**src/rtl/jtag_dma_pkg.sv**
```systemverilog
// Shared definitions for the JTAG chain-1 DMA engine: bus field widths,
// buffer address width default and the transfer state encoding.
package jtag_dma_pkg;

    localparam int BUS_DATA_W         = 32;
    localparam int BUS_BE_W           = 4;
    localparam int BUS_BURST_W        = 8;
    localparam int BUF_ADDR_W_DEFAULT = 9;

    typedef enum logic [3:0] {
        ST_IDLE    = 4'd0,
        ST_W_REQ   = 4'd1,
        ST_W_BEGIN = 4'd2,
        ST_W_DATA  = 4'd3,
        ST_W_END   = 4'd4,
        ST_R_REQ   = 4'd5,
        ST_R_BEGIN = 4'd6,
        ST_R_DATA  = 4'd7,
        ST_DONE    = 4'd8
    } dma_state_e;

endpackage

```
**src/rtl/jtag_bus_dma_word_counter.sv**
```systemverilog
// Burst word index for the DMA engine; saturates on the last word and
// produces the DMA-side buffer address (lower bank, top bits zero).
module dma_word_counter
    import jtag_dma_pkg::*;
#(
    parameter int CNT_W  = BUS_BURST_W,
    parameter int ADDR_W = BUF_ADDR_W_DEFAULT
) (
    input  logic              clock,
    input  logic              reset,
    input  logic              clear,
    input  logic              inc,
    input  logic              addr_enable,
    input  logic              addr_advance,
    input  logic [CNT_W-1:0]  last_index,
    output logic              is_last,
    output logic              full,
    output logic [ADDR_W-1:0] buf_address
);

    logic [CNT_W-1:0] count_r;
    logic             full_r;
    logic [CNT_W-1:0] addr_low_s;

    // word index: stops on last_index and raises full instead of wrapping
    always_ff @(posedge clock) begin
        if (reset) begin
            count_r <= {CNT_W{1'b0}};
            full_r  <= 1'b0;
        end else if (clear) begin
            count_r <= {CNT_W{1'b0}};
            full_r  <= 1'b0;
        end else if (inc && !full_r) begin
            if (count_r == last_index) begin
                full_r <= 1'b1;
            end else begin
                count_r <= count_r + {{(CNT_W-1){1'b0}}, 1'b1};
            end
        end
    end

    // advancing the address on an accepted beat prefetches the next word
    always_comb begin
        addr_low_s = count_r + {{(CNT_W-1){1'b0}}, addr_advance};
        if (addr_enable) begin
            buf_address = {{(ADDR_W-CNT_W){1'b0}}, addr_low_s};
        end else begin
            buf_address = {ADDR_W{1'b0}};
        end
    end

    assign is_last = (count_r == last_index);
    assign full    = full_r;

endmodule

```
**src/rtl/jtag_bus_dma.sv**
```systemverilog
// System-clock DMA engine: moves one burst between the DMA half of the
// ping-pong buffer and the shared bus on chain-1 controller start pulses.
module jtag_bus_dma
    import jtag_dma_pkg::*;
#(
    parameter int BUF_ADDR_W  = BUF_ADDR_W_DEFAULT,
    parameter int MAX_BURST_W = BUS_BURST_W
) (
    input  logic                   clock,
    input  logic                   reset,
    input  logic [BUS_DATA_W-1:0]  dma_address,
    input  logic [BUS_BE_W-1:0]    dma_byte_enable,
    input  logic [MAX_BURST_W-1:0] dma_burst_size,
    input  logic                   dma_data_ready,
    input  logic                   dma_readReady,
    output logic                   switch_ready,
    output logic                   dma_error,
    output logic [BUF_ADDR_W-1:0]  buf_address,
    output logic                   buf_writeEnable,
    output logic [BUS_DATA_W-1:0]  buf_dataIn,
    input  logic [BUS_DATA_W-1:0]  buf_dataOut,
    output logic                   requestTransaction,
    input  logic                   transactionGranted,
    output logic                   beginTransactionOut,
    output logic [BUS_DATA_W-1:0]  addressDataOut,
    output logic [BUS_BE_W-1:0]    byteEnablesOut,
    output logic [MAX_BURST_W-1:0] burstSizeOut,
    output logic                   readNotWriteOut,
    output logic                   dataValidOut,
    output logic                   endTransactionOut,
    input  logic [BUS_DATA_W-1:0]  addressDataIn,
    input  logic                   dataValidIn,
    input  logic                   endTransactionIn,
    input  logic                   busyIn,
    input  logic                   busErrorIn
);

    dma_state_e             state_r, state_next_s;
    logic [BUS_DATA_W-1:0]  addr_r;
    logic [BUS_BE_W-1:0]    be_r;
    logic [MAX_BURST_W-1:0] burst_r;
    logic                   dma_error_r;
    logic                   switch_ready_r;
    logic                   start_s;
    logic                   err_state_s;
    logic                   cnt_inc_s;
    logic                   addr_adv_s;
    logic                   addr_en_s;
    logic                   is_last_s;
    logic                   full_s;

    assign start_s     = (state_r == ST_IDLE) && (dma_data_ready || dma_readReady);
    assign err_state_s = !(state_r inside {ST_IDLE, ST_W_REQ, ST_R_REQ});
    assign addr_adv_s  = (state_r == ST_W_DATA) && !busyIn;
    assign cnt_inc_s   = addr_adv_s || ((state_r == ST_R_DATA) && dataValidIn);
    assign addr_en_s   = (state_r != ST_IDLE);

    dma_word_counter #(
        .CNT_W  (MAX_BURST_W),
        .ADDR_W (BUF_ADDR_W)
    ) u_counter (
        .clock        (clock),
        .reset        (reset),
        .clear        (start_s),
        .inc          (cnt_inc_s),
        .addr_enable  (addr_en_s),
        .addr_advance (addr_adv_s),
        .last_index   (burst_r),
        .is_last      (is_last_s),
        .full         (full_s),
        .buf_address  (buf_address)
    );

    // state, command fields latched at start, sticky error and idle flag
    always_ff @(posedge clock) begin
        if (reset) begin
            state_r        <= ST_IDLE;
            addr_r         <= {BUS_DATA_W{1'b0}};
            be_r           <= {BUS_BE_W{1'b0}};
            burst_r        <= {MAX_BURST_W{1'b0}};
            dma_error_r    <= 1'b0;
            switch_ready_r <= 1'b1;
        end else begin
            state_r        <= state_next_s;
            switch_ready_r <= (state_next_s == ST_IDLE);
            if (start_s) begin
                addr_r      <= dma_address;
                be_r        <= dma_byte_enable;
                burst_r     <= dma_burst_size;
                dma_error_r <= 1'b0;
            end else if (busErrorIn && err_state_s) begin
                dma_error_r <= 1'b1;
            end
        end
    end

    // next state; a write start wins over a simultaneous read start
    always_comb begin
        state_next_s = state_r;
        case (state_r)
            ST_IDLE: begin
                if (dma_data_ready)     state_next_s = ST_W_REQ;
                else if (dma_readReady) state_next_s = ST_R_REQ;
                else                    state_next_s = ST_IDLE;
            end
            ST_W_REQ:   state_next_s = transactionGranted ? ST_W_BEGIN : ST_W_REQ;
            ST_W_BEGIN: state_next_s = busErrorIn ? ST_W_END : ST_W_DATA;
            ST_W_DATA: begin
                if (busErrorIn)                 state_next_s = ST_W_END;
                else if (!busyIn && is_last_s)  state_next_s = ST_W_END;
                else                            state_next_s = ST_W_DATA;
            end
            ST_W_END:   state_next_s = ST_DONE;
            ST_R_REQ:   state_next_s = transactionGranted ? ST_R_BEGIN : ST_R_REQ;
            ST_R_BEGIN: state_next_s = busErrorIn ? ST_DONE : ST_R_DATA;
            ST_R_DATA:  state_next_s = (busErrorIn || endTransactionIn) ? ST_DONE : ST_R_DATA;
            ST_DONE:    state_next_s = ST_IDLE;
            default:    state_next_s = ST_IDLE;
        endcase
    end

    // bus and buffer strobes decoded from state; zero whenever the bus is not owned
    always_comb begin
        requestTransaction  = 1'b0;
        beginTransactionOut = 1'b0;
        addressDataOut      = {BUS_DATA_W{1'b0}};
        byteEnablesOut      = {BUS_BE_W{1'b0}};
        burstSizeOut        = {MAX_BURST_W{1'b0}};
        readNotWriteOut     = 1'b0;
        dataValidOut        = 1'b0;
        endTransactionOut   = 1'b0;
        buf_writeEnable     = 1'b0;
        buf_dataIn          = {BUS_DATA_W{1'b0}};
        case (state_r)
            ST_W_REQ, ST_R_REQ: requestTransaction = 1'b1;
            ST_W_BEGIN, ST_R_BEGIN: begin
                beginTransactionOut = 1'b1;
                addressDataOut      = addr_r;
                byteEnablesOut      = be_r;
                burstSizeOut        = burst_r;
                readNotWriteOut     = (state_r == ST_R_BEGIN);
            end
            ST_W_DATA: begin
                dataValidOut   = 1'b1;
                addressDataOut = buf_dataOut;
                byteEnablesOut = be_r;
            end
            ST_W_END: endTransactionOut = 1'b1;
            ST_R_DATA: begin
                if (dataValidIn && !full_s) begin
                    buf_writeEnable = 1'b1;
                    buf_dataIn      = addressDataIn;
                end else begin
                    buf_writeEnable = 1'b0;
                    buf_dataIn      = {BUS_DATA_W{1'b0}};
                end
            end
            default: begin
                requestTransaction = 1'b0;
            end
        endcase
    end

    assign dma_error    = dma_error_r;
    assign switch_ready = switch_ready_r;

endmodule

```
**config.mk**
```make
export PLATFORM = sky130hd
export DESIGN_NAME = jtag_bus_dma
export DESIGN_NICKNAME = d
export VERILOG_FILES = /design/src/rtl/jtag_dma_pkg.sv /design/src/rtl/jtag_bus_dma_word_counter.sv /design/src/rtl/jtag_bus_dma.sv
export SDC_FILE = /design/constraint.sdc
export NUM_CORES = 1
export LEC_CHECK = 0
export CORE_UTILIZATION = 30
export CTS_CLUSTER_DIAMETER = 40
export CTS_CLUSTER_SIZE = 25
export DETAILED_ROUTE_END_ITERATION = 8
export PLACE_DENSITY = 0.73
export SYNTH_ARGS = -nofsm -noshare
export SYNTH_HDL_FRONTEND = slang
export SYNTH_SLANG_ARGS = --single-unit
```
**constraint.sdc**
```tcl
create_clock -name clock -period 2.69 [get_ports clock]
set_clock_uncertainty 0.2 [all_clocks]
set_input_delay 0.538 -clock clock [delete_from_list [all_inputs] [get_ports clock]]
set_output_delay 0.538 -clock clock [all_outputs]
set_load 0.05 [all_outputs]
```
After elaboration in Yosys (flattened, before gate mapping)
Cells that the tools add are included.
{"block": "word_totals", "regBits": 59, "in_bits": 117}
{"block": "op_classes", "addsub": 2, "n_eq_ne": 8, "muxes": 23, "n_bitwise": 1, "reduce_logical": 23}
{"op": "$mux W32", "n": 2}
{"op": "$pmux W32 S2", "n": 1}
{"op": "$pmux W4 S8", "n": 1}
{"op": "$eq A4 B3 Y1 const B", "n": 4}
{"op": "$mux W8", "n": 2}
{"op": "$mux W3", "n": 5}
{"op": "$mux W4", "n": 3}
{"op": "$add A8 B1 Y8", "n": 1}
{"op": "$add A8 B1 Y8 const B", "n": 1}
{"op": "$eq A4 B2 Y1 const B", "n": 2}
{"op": "$eq A8 B8 Y1", "n": 1}
{"op": "$logic_not A4 Y1", "n": 2}
{"op": "$logic_and A1 B1 Y1", "n": 7}
{"op": "$mux W1", "n": 7}
{"op": "$reduce_or A2 Y1", "n": 3}
{"op": "$eq A4 B1 Y1 const B", "n": 1}
{"op": "$mux W2", "n": 2}
{"op": "$reduce_and A2 Y1", "n": 2}
{"op": "$reduce_bool A4 Y1", "n": 1}
{"op": "$logic_not A1 Y1", "n": 3}
{"op": "$logic_or A1 B1 Y1", "n": 3}
{"op": "$reduce_bool A3 Y1", "n": 1}
{"op": "$reduce_or A3 Y1", "n": 1}
{"op": "$not A1 Y1", "n": 1}

Longest topological paths before layout
Gate-level depths: netlist (run 1).
{"block": "depth", "ltp_word": 6, "ltp_mapped": 9}

Cells and area by module
Synthesis (run 1) repeated with hierarchy kept, for this count alone.
{"block": "unflattened", "hier_cells": 423, "area_unflattened_um2": 3403.3}
{"mod": "jtag_bus_dma", "n_inst": 1, "cells_per_inst": 335, "area_per_inst_um2": 2646.3}
{"mod": "dma_word_counter", "n_inst": 1, "cells_per_inst": 88, "area_per_inst_um2": 757.0}

Worst setup path before layout (run 1)
OpenSTA, ideal clock, no wires.
{"block": "synth_timing", "path_kind": "flip-flop to output port", "from": "register state_r[3]", "to": "output port buf_address[6]", "arrival_ps": 2529, "t_required_ps": 1952, "setup_slack_ps": -577, "path_stages_with_launch": 10, "cell_sequence": "dfxtp_1 buf_4 nor4bb_1 buf_2 and2b_1 ha_1 ha_1 nand3_1 or3_1 a21oi_1"}
{"block": "synth_between", "elab_chain_cells": 4}
{"element": "start: declaration", "line_no": "jtag_bus_dma.sv:38", "text": "dma_state_e state_r, state_next_s;"}
{"element": "start signal: assignment", "line_no": "jtag_bus_dma.sv:84", "text": "state_r <= state_next_s;"}
{"element": "$eq A4 B2 Y1", "line_no": "jtag_bus_dma.sv:54", "text": "assign addr_adv_s = (state_r == ST_W_DATA) && !busyIn;"}
{"element": "$logic_and A1 B1 Y1", "line_no": "jtag_bus_dma.sv:54"}
{"element": "$add A8 B1 Y8", "line_no": "jtag_bus_dma_word_counter.sv:44", "text": "addr_low_s = count_r + {{(CNT_W-1){1'b0}}, addr_advance};"}
{"element": "$mux W8 *", "line_no": "jtag_bus_dma_word_counter.sv:45", "text": "if (addr_enable) begin"}
{"element": "end: declaration", "line_no": "jtag_bus_dma.sv:18", "text": "output logic [BUF_ADDR_W-1:0] buf_address,"}
Every way passes the cells marked *; elsewhere a longest branch is shown, timed or not.

Worst setup path in the final report (run 1)
{"block": "layout_timing", "from": "register state_r[2]", "to": "output port buf_address[6]"}
Same word-level chain as after synthesis.

==> results of run 1 <==
metrics by stage:
step	power, W	setup WS, ns	instances	cell area (µm²)	utilization, %
2_1_floorplan	0.00171	-0.189	420	3360	-
3_3_place_gp	0.00216	-0.454	751	6490	61.8
3_5_place_dp	0.00219	-0.494	751	6490	61.8
4_1_cts	0.00312	-0.326	770	6810	64.8
5_1_grt	0.00325	-0.376	774	6900	65.6
6_report	0.00309	-0.276	774	6900	65.6
layer usage:
layer / wire [µm] / GRT usage [%]
met5: 0 / 0
met4: 207 / 7.63
met3: 1250 / 7.23
met2: 6020 / 38.0
met1: 4160 / 21.0
cells by family after synthesis:
kind of cell	share of synthesized area, %
fa+ha+maj	1.14
mux	0.606
xor+xnor	3.94
buf+inv	6.48
compound gates	23.0
simple gates	29.0
flops	35.8
other cells	0.114
tightest hold or removal path, delay by kind of cell (launching register included):
family           cells  cell delay (ns)
AO/OA/AOI/OAI        1             0.05
flip-flops           1             0.31
AND/OR/NAND/NOR      1             0.05
state kept, by name, indices dropped and copies added (netlist names):
register	cells
state_r	4
burst_r	8
u_counter.count_r	8
u_counter.full	1
switch_ready	1
dma_error	1
addr_r	32
be_r	4
power by group:
part	total, W	leakage (nW)	switching, W	internal [W]
clock network	0.000924	0.113	0.000353	0.000571
registers	0.00106	0.485	0.0000698	0.000993
logic	0.00111	2.08	0.000607	0.000499
worst paths after layout:
check,cells after the start,endpoint,slack [ns],startpoint
setup / recovery,8,buf_address[6],-0.28,state_r[2]
hold / removal,2,be_r[2],0.25,be_r[2]
setup reg to reg,6,u_counter.count_r[6],0.42,state_r[2]
hold reg to reg,2,be_r[2],0.25,be_r[2]
final cells by class:
type	instances	area [µm²]	share of cell area, %
Timing Repair Buffer	237	3210	46.6
Sequential cell	59	1180	17.2
Clock buffer	12	155	2.25
Clock inverter	4	72.6	1.05
Tap cell	136	170	2.47
Multi-Input combinational cell	321	2080	30.2
Inverter	5	18.8	0.272
timing repair:
action	in CTS	in global routing
endpoints found under the setup margin	11	45
setup buffers	5	4
pin swaps	9	9
resized for setup	16	11
cloned	0	1
placed cells by master, fill, tap and decap left out, drive strengths merged, types with 5 or more instances in the layout:
cell and count:
clkbuf 13, dfxtp 59, a21oi 57, buf 119
nand3 5, o21ai 5, nor2 17, clkdlybuf4s50 116
nand2 96, xor2 10, inv 5, nor2b 6
and2 45, a22o 32
==> flow_summary.json, run 1 <==
{
  "status": "finished, violations left",
  "violations": "setup timing",
  "path_buf_inv": 1,
  "synthDistinctLibCells": 48,
  "final-setup-viol-count": 10,
  "synth-edff-count": 0,
  "netlist.area_leader.share_pct": 35.8,
  "timing.final.ws_setup_ns": -0.276,
  "rsz0062_at_grt": "yes",
  "cts_sinks": 59,
  "drt-pass1-iter-count": 4,
  "final_hold_viol_count": 0,
  "gp_congestion": 0.859,
  "hold_buffers": 0,
  "first_iter_violations": 134,
  "path_class": "register to output pin",
  "finalNetCount": 753,
  "p_leak_nw": 2.68,
  "clk_path_buf_depth": 2,
  "start_util_pct": 31.4,
  "syn2layout_area_growth_pct": 109,
  "antenna_found_initial": 0,
  "wl_per_cell_um": 15.0,
  "vias": 3806,
  "cts-buffers-inserted": 9,
  "coreArea_um2": 10500,
  "ys.flop_type": "dfxtp_1",
  "crit_path_start_kind": "register",
  "cp_slowest_cell": "or3_4",
  "first_global_vias": 3781,
  "grt_max_degree": 45,
  "syn_inst": 420,
  "holdWs_ns": 0.253,
  "yosysMostFrequentCell": "nand2_1",
  "power.density_nw_per_um2": 448,
  "min_path_type": "register to register",
  "routed_wl_um": 11600,
  "cp.arrival_ns": 2.23,
  "track_usage_pct": 20.5,
  "synth_top_cells_by_area": "dfxtp_1 (36%), nand2_1 (11%), a21oi_1 (8.6%), a22o_1 (8.5%), and2_1 (8.3%)",
  "syn_nets": 540,
  "crit_top_cell": "ha_4",
  "crit_required_ns": 1.95,
  "drc_errors": 0,
  "max_slew.worst_pin.slew_ns": 0.615,
  "final_layout_size_suffix_gt1_share_pct": 27.9,
  "fmax_ghz": 0.337,
  "fin_crit_sh_pct": 110,
  "grt_pass1_wl_um": 18500,
  "cts.clk_slew.worst_paths_ns": 0.07,
  "nFillCells": 803,
  "synth_warnings": 0,
  "seq_area_frac_synth_pct": 35.8,
  "irDropWorstVdd_mv": 0.382,
  "critPathTopFamily": "simple AND/OR/NAND/NOR gates",
  "critPathMaxFanout": 3,
  "drtAntennaViolNets": 0,
  "maxCapViolCount": 0,
  "numPortBuffers": 208,
  "ctsHtreeMaxLevel": 3,
  "die_area_um2": 11400,
  "cts_tree": "done",
  "dp_hpwl_um": 9000,
  "rows": 37,
  "synth-seq-cells": 59,
  "end_kind": "output pin",
  "die_h_um": 107,
  "setup_tns_ns": -1.36,
  "netlist.top_cell.by_area": "dfxtp_1",
  "grt.overflow.total": 0,
  "syn_area_um2": 3300,
  "clock_latency_ns": 0.34,
  "synthArstFlopShare_pct": 0,
  "min_period_ns": 2.97,
  "ios": 210,
  "routed_via_density": 4.92,
  "synth_area_per_cell_um2": 7.86,
  "relSlewSlack_pct": 58.7,
  "crit_chain": "nor4bb_4, and2b_2, ha_4, ha_4, nand3_4, or3_4, a21oi_4, buf_12",
  "cts-root-buf": "clkbuf_8",
  "diodes": 0,
  "slowest_delay_ns": 0.36,
  "synth_top_cells_by_count": "nand2_1 (96), dfxtp_1 (59), a21oi_1 (57), and2_1 (44), a22o_1 (32)",
  "die_x_um": 107,
  "report.final.slew_viol_count": 0
}
Note: power is estimated with default switching activity, not from simulation.
==> run 2, diff against run 1 <==
Settings changed: CORE_UTILIZATION 30 to 40, PLACE_DENSITY 0.73 to 0.92.
Clock period 2.69 ns to 3.6 ns, I/O delays scaled along.
==> run 2 against run 1 <==
Compared with the run above:
- the run now ends clean
- non-clock buffer count shrank 20
- via count increased by 4.1%
- design area decreased by 10%
- setup slack improved by 0.36 ns
- register-to-register slack gained 0.73 ns
- critical path type is now input port to output pin
- largest cell class unchanged
- highest routed layer unchanged
==> flow_summary.json, run 2 (synthesized netlist as in run 1, its figures left out) <==
{
  "gp_congestion": 0.843,
  "min_period_ns": 3.52,
  "critPathMaxFanout": 5,
  "finalNetCount": 733,
  "path_buf_inv": 2,
  "cp_slowest_cell": "or3_1",
  "diodes": 0,
  "end_kind": "output pin",
  "final-setup-viol-count": 0,
  "fin_crit_sh_pct": 97.8,
  "largestRegisters": "addr_r x32, burst_r x8, u_counter.count_r x8",
  "wl_per_cell_um": 17.4,
  "coreArea_um2": 7850,
  "maxCapViolCount": 0,
  "p_leak_nw": 2.47,
  "grt_max_degree": 47,
  "cts_tree": "done",
  "irDropWorstVdd_mv": 0.344,
  "cp.arrival_ns": 2.60,
  "grt.overflow.total": 0,
  "first_global_vias": 3816,
  "routed_wl_um": 12500,
  "min_path_type": "register to register",
  "crit_path_start_kind": "input port",
  "dp_hpwl_um": 9270,
  "start_util_pct": 42.1,
  "cts_sinks": 59,
  "report.final.slew_viol_count": 0,
  "power.density_nw_per_um2": 364,
  "antenna_found_initial": 0,
  "cts-root-buf": "clkbuf_8",
  "final_layout_size_suffix_gt1_share_pct": 22.2,
  "final_hold_viol_count": 0,
  "holdWs_ns": 0.257,
  "rows": 32,
  "r2r_setup_slack_ns": 1.15,
  "die_x_um": 92.9,
  "cts_setup_buffers": 0,
  "die_h_um": 92.9,
  "rsz0062_at_grt": "no",
  "fin_util_pct": 78.9,
  "layout_commonest_cell": "clkdlybuf4s50_1",
  "track_usage_pct": 28.5,
  "top_register": "addr_r",
  "ios": 210,
  "status": "finished, final reports clean",
  "hold_buffers": 0,
  "drc_errors": 0,
  "fmax_ghz": 0.284,
  "relSlewSlack_pct": 39.4,
  "drt-pass1-iter-count": 5,
  "clk_path_buf_depth": 2,
  "numPortBuffers": 208,
  "syn2layout_area_growth_pct": 87.4,
  "slowest_delay_ns": 0.43,
  "critPathTopFamily": "simple AND/OR/NAND/NOR gates",
  "max_slew.worst_pin.slew_ns": 0.909,
  "ctsHtreeMaxLevel": 3,
  "first_iter_violations": 323,
  "mostFrequentLayoutCells": "clkdlybuf4s50_1 (121), nand2_1 (96), buf_12 (61)",
  "grt_pass1_wl_um": 19200,
  "total_power_w": 0.00225,
  "cts-buffers-inserted": 9,
  "cts.clk_slew.worst_paths_ns": 0.08,
  "die_area_um2": 8630,
  "path_class": "input port to output pin",
  "routed_via_density": 5.50,
  "drtAntennaViolNets": 0,
  "clock_latency_ns": 0.33,
  "crit_required_ns": 2.68,
  "crit_chain": "clkdlybuf4s50_1, and2b_1, ha_2, nand3_1, or3_1, a21oi_2, buf_12",
  "largest_reg_flops": 32,
  "vias": 3961
}
[run 2: changes by cell type in the layout (fill, tap and decap cells not counted), sizes merged]
cell | previous run | this run
buf | 119 | 96
clkdlybuf4s50 | 116 | 121
inv | 5 | 7
clkbuf | 13 | 9
clkinv | 1 | 2
dlygate4sd2 | 1 | 0
[run 2: final cells by class]
cell class / instances / area, µm²
sequential: 59 / 1180
inverter: 5 / 18.8
timing repair buffer: 217 / 2690
clock inverter: 7 / 98.8
tap: 102 / 128
clock buffer: 9 / 124
fill: 506 / 1660
multi-input combinational: 321 / 1940
[run 2: worst paths after layout]
kind	from	end	cells after the start
setup / recovery	busyIn	buf_address[7]	7
hold / removal	addr_r[17]	addr_r[17]	2
setup reg to reg	state_r[2]	u_counter.count_r[6]	6
hold reg to reg	addr_r[17]	addr_r[17]	2
[run 2: stage by stage]
stage	setup slack (ns)	cell area (µm²)	instances	TNS (ns)
floorplan	0.151	3300	420	0
global placement	0.0977	5950	704	0
detailed placement	-0.0119	5950	704	-0.0119
CTS	0.0300	6180	720	0
global route	0.00569	6190	720	0
finish	0.0790	6190	720	0
[run 2: metal layers]
| layer | part of all wire (%) | up-vias | track usage [%] | routed length (µm) |
|---|---|---|---|---|
| met1 | 36 | 1869 | 31.2 | 4470 |
| li1 | - | 1807 | - | - |
| met2 | 52 | 239 | 51.8 | 6490 |
| met5 | 0 | - | 0 | 0 |
| met3 | 9.1 | 46 | 7.64 | 1140 |
| met4 | 3.5 | 0 | 11.5 | 433 |
[run 2: worst reg2reg max path, cell delays in order (launching register included)]
cell	delay, ns
dfxtp_2	0.40
nor4bb_4	0.32
buf_4	0.42
nand2_1	0.23
a221oi_2	0.41
a21oi_1	0.14
a31o_2	0.23
[run 2: report_power, final]
group	internal [W]	switching (W)
Clock	0.000395	0.000301
Combinational	0.000318	0.000434
Sequential	0.000741	0.0000647
Total	0.00145	0.000799
[run 2: what timing repair did]
action                     in CTS  in global routing
pin swaps                       0                  1
setup endpoints to repair       2                  3
resized for setup               2                  5
==> edit, RTL diff (flow settings as in run 1) <==
The package constant `BUF_ADDR_W_DEFAULT` goes from 9 to 10.
--- a/src/rtl/jtag_dma_pkg.sv
+++ b/src/rtl/jtag_dma_pkg.sv
@@ -6,5 +6,5 @@
     localparam int BUS_BE_W           = 4;
     localparam int BUS_BURST_W        = 8;
-    localparam int BUF_ADDR_W_DEFAULT = 9;
+    localparam int BUF_ADDR_W_DEFAULT = 10;
 
     typedef enum logic [3:0] {
Ports: changed (resized buf_address); port bits go from 210 to 211. No check against the original RTL was run, so the function may have changed too.
==> edit against run 1 <==
The flow still finishes with violations (negative setup slack); largest power group unchanged; fmax fell by 0.46%; final cell count fell by 0.52%; synthesized area rose by 0.23%; highest routed layer unchanged; cell area fell by 0.25%; count of clock-buffer cells in the layout fell by 2; worst setup slack got worse by 14 ps; sequential cell count did not move; power fell by 0.34%; routed wire length rose by 3.4%.
==> edit: results (changes against run 1) <==
[timing]
finalSetupViolCount = 10  ; unchanged
worst-slew-pin-transition_ps = 569  ; -45.9 ps
holdWs_ps = 256  ; +2.62 ps
post-route-worst-setup-slack_ps = -290  ; -13.8 ps
final.setup.tns_ps = -1150  ; +207 ps

[power_and_ir_drop]
peakVddDrop_mv = 0.356  ; -6.9%
static-leakage-power_nw = 2.66  ; -0.83%

[place]
dp_hpwl_mm = 9.22  ; +2.5%
gp_congestion = 0.816  ; -5.0%
post_dp_cell_area_um2 = 6480  ; -0.12%
placement.setup.worst_slack_ps = -425  ; +68.1 ps

[route]
drt_first_iter_violations = 122  ; -9.0%
routed_wl_mm = 12.0  ; +3.4%
route.vias.total = 3745  ; -1.6%

[layout]
fin_nets = 749  ; -0.53%
largestRegisters = addr_r x32, burst_r x8, u_counter.count_r x8
layout-drive-gt1-share_pct = 28.2  ; +0.33 points

[grt]
grt_pass1_vias = 3808  ; +0.71%
grt_first_pass_wirelength_mm = 19.0  ; +2.6%
grt_max_degree = 36  ; -20%
grtUsageTotal_pct = 21.1  ; +0.59 points

[clock_network]
h_tree_depth = 3  ; unchanged
clk_pin_slew_ps = 70  ; about the same

[synth]
seq_area_frac_synth_pct = 35.7  ; -0.081 points
synth_warnings = 0  ; unchanged
synth_area_leaders = dfxtp_1 36%, nand2_1 11%, a21oi_1 8.6%

[status]
run_status = finished, violations left
violated_checks = negative setup slack

[edit: cell types whose count changed after synthesis, sizes merged]
cell,delta
buf,+1
[edit: timing repair]
action,4_1_cts,5_1_grt
buffers inserted,2,1
cloned,0,1
hold buffers,0,0
resized for setup,16,20
pin swaps,5,8
setup endpoints to repair,11,61
endpoints found under the hold margin,0,0
[edit: metal layers]
layer	part of all wire [%]	track usage, %	vias up	wire [µm]
li1	-	-	1839	-
met1	40	23.3	1772	4770
met2	53	38.4	128	6320
met3	7.4	7.42	6	894
met4	0.46	4.99	0	55
met5	0	0	-	0
[edit: metrics by stage]
stage / std cells / total power [mW]
6_report: 770 / 3.08
2_1_floorplan: 422 / 1.71
4_1_cts: 768 / 3.11
3_5_place_dp: 751 / 2.20
3_3_place_gp: 751 / 2.17
5_1_grt: 770 / 3.25
[edit: critical path: cells and delay by family (launching register included)]
family                     cells  cell delay (ps)
and+or+nand+nor                4              960
DFF                            1              340
adders and majority gates      2              310
AOI/OAI and AO/OA              1              150
buffers and inverters          1              150
[edit: kinds of logic (layout without fill, tap and decap cells)]
logic type                 Yosys count  count (layout)  synth area share, %
adders and majority gates            3               3                 1.13
muxes                                2               2                0.605
other                                1               2                0.113
xor gates and xnor gates            14              14                 3.93
AOI/OAI and AO/OA                  109             109                 22.9
DFF                                 59              59                 35.7
and+or+nand+nor                    192             192                 28.9
buffers and inverters               41             253                 6.69
[edit: final timing paths]
check	from	endpoint	depth (start not counted)
setup / recovery	state_r[1]	buf_address[6]	8
hold / removal	be_r[2]	be_r[2]	2
setup reg to reg	state_r[1]	u_counter.count_r[6]	6
hold reg to reg	be_r[2]	be_r[2]	2
[edit: layout make-up]
class	instances	area (µm²)	area share, %
Timing Repair Buffer	232	3180	46.2
Multi-Input combinational cell	322	2110	30.6
Sequential cell	59	1180	17.2
Tap cell	136	170	2.47
Clock buffer	10	128	1.86
Clock inverter	6	90.1	1.31
Inverter	5	18.8	0.273
[edit: power breakdown]
| part | internal [mW] | switching, mW | leakage, nW |
|---|---|---|---|
| combinational | 0.503 | 0.616 | 2.07 |
| sequential | 0.992 | 0.0713 | 0.485 |
| clock | 0.524 | 0.377 | 0.106 |
